--- src/rtl/clk_div_pkg.sv ---
// Shared types and helpers for the programmable clock divider.
package clk_div_pkg;

  typedef enum logic [1:0] {IDLE = 2'd0, RUN = 2'd1, STOP = 2'd2} state_t;

  localparam int unsigned MIN_DIV = 2;

  // Divide-by-0 and divide-by-1 are meaningless, so clamp to the smallest legal ratio.
  function automatic logic [31:0] clamp_div(input logic [31:0] v);
    return (v < 32'(MIN_DIV)) ? 32'(MIN_DIV) : v;
  endfunction

endpackage

--- src/rtl/clk_div_neg_stretch.sv ---
// Negedge half-cycle stretcher; present only with CLK_DIV_ODD_DUTY50_EN defined.
`ifdef CLK_DIV_ODD_DUTY50_EN
module clk_div_neg_stretch (
  input  logic sys_clk,
  input  logic sys_rst,
  input  logic pos_q,
  input  logic odd,
  output logic clk_out
);

  logic neg_q;

  always_ff @(negedge sys_clk or posedge sys_rst) begin
    if (sys_rst) neg_q <= 1'b0;
    else         neg_q <= pos_q;
  end

  // Extending the high phase by half a cycle gives an exact 50% duty for odd ratios.
  assign clk_out = pos_q | (odd & neg_q);

endmodule
`endif

--- src/rtl/clk_div_prog.sv ---
// Runtime-programmable integer clock divider with period tick and boundary-aligned updates.
// Optional exact 50% duty for odd ratios: define CLK_DIV_ODD_DUTY50_EN.
module clk_div_prog
  import clk_div_pkg::*;
#(
  parameter int DIV_W   = 8,
  parameter int DEF_DIV = 6
) (
  input  logic             sys_clk,
  input  logic             sys_rst,
  input  logic             en,
  input  logic             div_load,
  input  logic [DIV_W-1:0] div_val,
  output logic             clk_out,
  output logic             tick,
  output logic [DIV_W-1:0] div_active
);

  state_t           state;
  logic [DIV_W-1:0] cnt, cnt_nxt, pend_val, load_val, half;
  logic             pend_vld, wrap, pos_q;

  assign load_val = DIV_W'(clamp_div(32'(div_val)));
  assign half     = div_active >> 1;
  assign wrap     = (state != IDLE) && (cnt == div_active - 1'b1);
  assign tick     = wrap;
  assign cnt_nxt  = wrap ? '0 : cnt + 1'b1;

  always_ff @(posedge sys_clk or posedge sys_rst) begin
    if (sys_rst) begin
      state      <= IDLE;
      cnt        <= '0;
      pos_q      <= 1'b0;
      div_active <= DIV_W'(DEF_DIV);
      pend_val   <= '0;
      pend_vld   <= 1'b0;
    end else begin
      case (state)
        IDLE: begin
          cnt <= '0;
          if (div_load) div_active <= load_val;
          if (en) begin
            state <= RUN;
            pos_q <= 1'b1;
          end else begin
            pos_q <= 1'b0;
          end
        end
        default: begin
          cnt   <= cnt_nxt;
          pos_q <= (cnt_nxt < half);
          // Ratio changes only land on the wrap, so no period is ever cut short.
          if (wrap) begin
            if (div_load)      div_active <= load_val;
            else if (pend_vld) div_active <= pend_val;
            pend_vld <= 1'b0;
          end else if (div_load) begin
            pend_val <= load_val;
            pend_vld <= 1'b1;
          end
          if (en) begin
            state <= RUN;
          end else if (wrap) begin
            state <= IDLE;
            pos_q <= 1'b0;
            cnt   <= '0;
          end else begin
            state <= STOP;
          end
        end
      endcase
    end
  end

`ifdef CLK_DIV_ODD_DUTY50_EN
  clk_div_neg_stretch u_stretch (
    .sys_clk (sys_clk),
    .sys_rst (sys_rst),
    .pos_q   (pos_q),
    .odd     (div_active[0]),
    .clk_out (clk_out)
  );
`else
  assign clk_out = pos_q;
`endif

endmodule

--- config.mk ---
export PLATFORM = sky130hd
export DESIGN_NAME = clk_div_prog
export DESIGN_NICKNAME = d
export VERILOG_FILES = /design/src/rtl/clk_div_pkg.sv /design/src/rtl/clk_div_neg_stretch.sv /design/src/rtl/clk_div_prog.sv
export SDC_FILE = /design/constraint.sdc
export NUM_CORES = 1
export LEC_CHECK = 0
export BUFFER_PORTS_ARGS = -buffer_cell sky130_fd_sc_hd__buf_4
export CAP_MARGIN = 40
export CORE_MARGIN = 2
export CORE_UTILIZATION = 57
export CTS_CLUSTER_SIZE = 40
export DETAILED_ROUTE_END_ITERATION = 7
export PLACE_DENSITY_LB_ADDON = 0.08
export SLEW_MARGIN = 20
export SYNTH_ARGS = -nofsm -noshare
export SYNTH_HDL_FRONTEND = slang
export SYNTH_HIERARCHICAL = 1
export SYNTH_SLANG_ARGS = --single-unit
--- constraint.sdc ---
create_clock -name sys_clk -period 4.6 [get_ports sys_clk]
set_clock_uncertainty 0.05 [all_clocks]
set_input_delay 0.46 -clock sys_clk [delete_from_list [all_inputs] [get_ports sys_clk]]
set_output_delay 0.46 -clock sys_clk [all_outputs]
set_load 0.02 [all_outputs]
==> out/results.ini <==
[clock_tree]
clock_sinks = 28
clockBufferDepth = 2
clock_insertion_delay_worst_skew_ns = 0.33
postCtsResizedCells = 0
clk_transition_reported_paths_ns = 0.15
hold_buffers = 0
h-tree-depth = 1
cts_tree = yes
root_buffer = sky130_fd_sc_hd__clkbuf_4
buffers_inserted_during_post_cts_setup_optimization = 0
cts-buffers-inserted = 3

[synth]
synth_simple_gate_area_share = 0.168
proportion_of_synthesized_area_in_mux_cells = 0.132
post_synth_top_cells = sky130_fd_sc_hd__dfrtp_1, sky130_fd_sc_hd__nor2_1, sky130_fd_sc_hd__mux2i_1, sky130_fd_sc_hd__inv_1, sky130_fd_sc_hd__xor2_1
synth_cells = 171
synth_area_in_adders = 0.0578
synth_compound_gate_area_share = 0.121
syn_area_per_cell_um2 = 10.1
synth_sequential_area_ratio = 0.406
cell_taking_the_most_area_after_synthesis = sky130_fd_sc_hd__dfrtp_1
synthArstFlopShare = 1.00
yosys.area_share.xor_xnor = 0.0709
synth.most_common_cell = sky130_fd_sc_hd__dfrtp_1
mappedNetlistNets = 191
ys_warn_count = 6
synth_cell_type_count = 39
ys_top_cells_by_area = sky130_fd_sc_hd__dfrtp_1, sky130_fd_sc_hd__mux2i_1, sky130_fd_sc_hd__ha_1
postSynth.topFlopCell = sky130_fd_sc_hd__dfrtp_1
synth-edff-count = 0
synth_seq_cells = 28
yosys.area.top_type_share = 0.376
synthesized_area_um2 = 1730
synth_top_family_by_area = simple AND/OR/NAND/NOR gates

[pwr]
p_sw_frac = 0.407
power.clock.fraction = 0.122
peakVddDrop_mv = 0.271
pwr-share-comb = 0.437
cell_internal_pwr_uw = 499
seqPwrFrac = 0.441
totalPowerFinal_uw = 841
power_density_nw_per_um2 = 431
power.static_leakage_nw = 0.960
switching_power_uw = 342

[worst_hold_path]
worstHoldPathType = primary input to async pin

[global_route]
antenna_found_initial = 0
grt_max_degree = 19
vias_in_the_first_global_route = 1340
overflow = 0
globalRouteTotalUtil = 0.235
grt_pass1_wl_um = 6140

[timing]
layout_setup_ws_ns = 0.719
worst-slew-pin-transition_ns = 0.825
hold_violations = 0
tns_ns = 0
fin_crit_sh = 0.844
timing_max_transition_violations_final = 0
whs_ns = 0.0841
max_slew_margin = 0.448
finalSetupViolCount = 0
rsz0062_at_grt = false
clock_period_minus_final_worst_setup_slack_ns = 3.88
fmax_mhz = 258

[critical_path]
worst-r2r-cell-count = 13
cp_data_arrival_time_ns = 4.09
critPathCaptureType = flop
worst_ep_required_time_ns = 4.81
timing.setup.critical_path_class = flop to flop
setup.reg_to_reg.worst_slack_ns = 0.72
delay_contributed_by_the_slowest_stage_of_the_critical_path_ns = 0.64
critical_path.cell_chain = inv_1 -> ha_1 -> o21bai_1 -> a2111oi_0 -> a311oi_2 -> a211oi_4 -> and2_1 -> nor2_1 -> ha_1 -> a21o_1 -> a211oi_1 -> nand3_1 -> o211ai_1
worstPathMaxFanout = 9
critical_path.reg2reg.endpoint = clk_out
path_common_cell = sky130_fd_sc_hd__ha_1
cp-start-kind = flop
timing.critical_path.slowest_stage_cell = sky130_fd_sc_hd__dfstp_2
r2r-start = div_active[1]

[floorplanning]
die_width_um = 59.1
floorplan.initialDensity = 0.612
row_count = 19
dieArea_um2 = 3490
core_area_um2 = 2830
fp.dieH_um = 59.1
top_level_ports = 22

[cells_and_area]
areaGrowthSynthToFinish_pct = 12.9
fillerInstances = 232
seqCellArea_um2 = 703
post_route_cells_drive_above_1_share = 0.215
final_cell_count_no_fill = 222
area_of_the_multi_input_gates_um2 = 951
antenna_cells = 0
design.final.nets = 212

[routing]
count_of_vias_placed_by_the_detailed_router = 1310
drtIter0Drc = 70
routed_via_density = 5.90
finalWirelength_um = 3590
drcViolationCount = 0
routedWlPerCell_um = 16.2
dr.pass1.iters = 4
antenna_left = 0

[placed_design]
dp.final_hpwl_um = 2860
placement.setup.worst_slack_ns = 0.793
dpl.cell_count = 218
io_buffer_count = 21
gpl.final_weighted_congestion = 0.886

[flow_run]
maxCapViolCount = 0

[outcome]
status = finished clean

[layout make-up]
class | instances | share of cell area
clock buffer | 4 | 0.0135
multi-input combinational | 124 | 0.487
timing repair buffer | 22 | 0.0948
sequential | 28 | 0.360
tap | 31 | 0.0199
inverter | 13 | 0.0250
[layer usage]
metal	up-vias	GRT usage	routed length [um]
li1	635	-	-
met1	636	0.314	1620
met2	33	0.400	1770
met3	6	0.0218	138
met4	0	0.0812	65
met5	-	0	0
[cell usage in the layout (no fill, tap or decap), types with 2 or more instances in the layout]
master / instances
sky130_fd_sc_hd__a211oi_1: 2
sky130_fd_sc_hd__a21o_1: 4
sky130_fd_sc_hd__a21oi_1: 5
sky130_fd_sc_hd__and2_1: 2
sky130_fd_sc_hd__and3_1: 3
sky130_fd_sc_hd__buf_4: 21
sky130_fd_sc_hd__clkbuf_4: 3
sky130_fd_sc_hd__dfrtp_1: 26
sky130_fd_sc_hd__dfstp_2: 2
sky130_fd_sc_hd__ha_1: 8
sky130_fd_sc_hd__inv_1: 13
sky130_fd_sc_hd__mux2_2: 6
sky130_fd_sc_hd__mux2i_1: 15
sky130_fd_sc_hd__nand2_1: 5
sky130_fd_sc_hd__nand2b_1: 3
sky130_fd_sc_hd__nand3_1: 5
sky130_fd_sc_hd__nand4_1: 2
sky130_fd_sc_hd__nor2_1: 22
sky130_fd_sc_hd__nor2b_1: 2
sky130_fd_sc_hd__nor3_1: 3
sky130_fd_sc_hd__o2111ai_1: 3
sky130_fd_sc_hd__o21ai_0: 4
sky130_fd_sc_hd__or2_2: 2
sky130_fd_sc_hd__xnor2_1: 5
sky130_fd_sc_hd__xor2_1: 9
[stage by stage]
step / instance area, um^2 / util
finish: 1950 / 0.690
global route: 1950 / 0.690
CTS: 1950 / 0.690
detailed placement: 1930 / 0.681
global placement: 1900 / 0.671
floorplan: 1730 / -
[critical path: cells and delay by family, from the launching register on]
family	cells	cell delay [ns]
fa+ha+maj	2	0.58
simple gates	3	0.61
flops	1	0.64
buf+inv	1	0.07
compound gates	7	1.88
[registers in the layout (all words and copies together) (netlist names)]
signal      cells
div_active      8
clk_out         1
cnt             8
pend_val        8
pend_vld        1
state           2
[kinds of logic after synthesis]
logic type / count (synthesis)
fa+ha+maj: 8
buf+inv: 19
xor+xnor: 14
simple gates: 54
flops: 28
compound gates: 26
mux: 22
[power by group through the flow]
| stage | clock [mW] | sequential (mW) | combinational (mW) |
|---|---|---|---|
| 6_report | 0.103 | 0.371 | 0.368 |
| 5_1_grt | 0.114 | 0.379 | 0.406 |
| 4_1_cts | 0.106 | 0.370 | 0.368 |
| 3_5_place_dp | 0 | 0.375 | 0.365 |
| 3_3_place_gp | 0 | 0.370 | 0.345 |
| 2_1_floorplan | 0 | 0.380 | 0.243 |
[how the worst max path moves through the flow]
stage | slack [ns] | from | cells past startpoint | endpoint
after floorplan | 0.88 | div_active[1] | 16 | clk_out
after global placement | 0.95 | div_active[1] | 14 | clk_out
after detailed placement | 0.79 | div_active[1] | 13 | clk_out
after CTS | 0.73 | div_active[1] | 13 | clk_out
after global routing | 0.51 | div_active[1] | 13 | clk_out
final | 0.72 | div_active[1] | 13 | clk_out
Note: power is estimated with default switching activity, not from simulation.
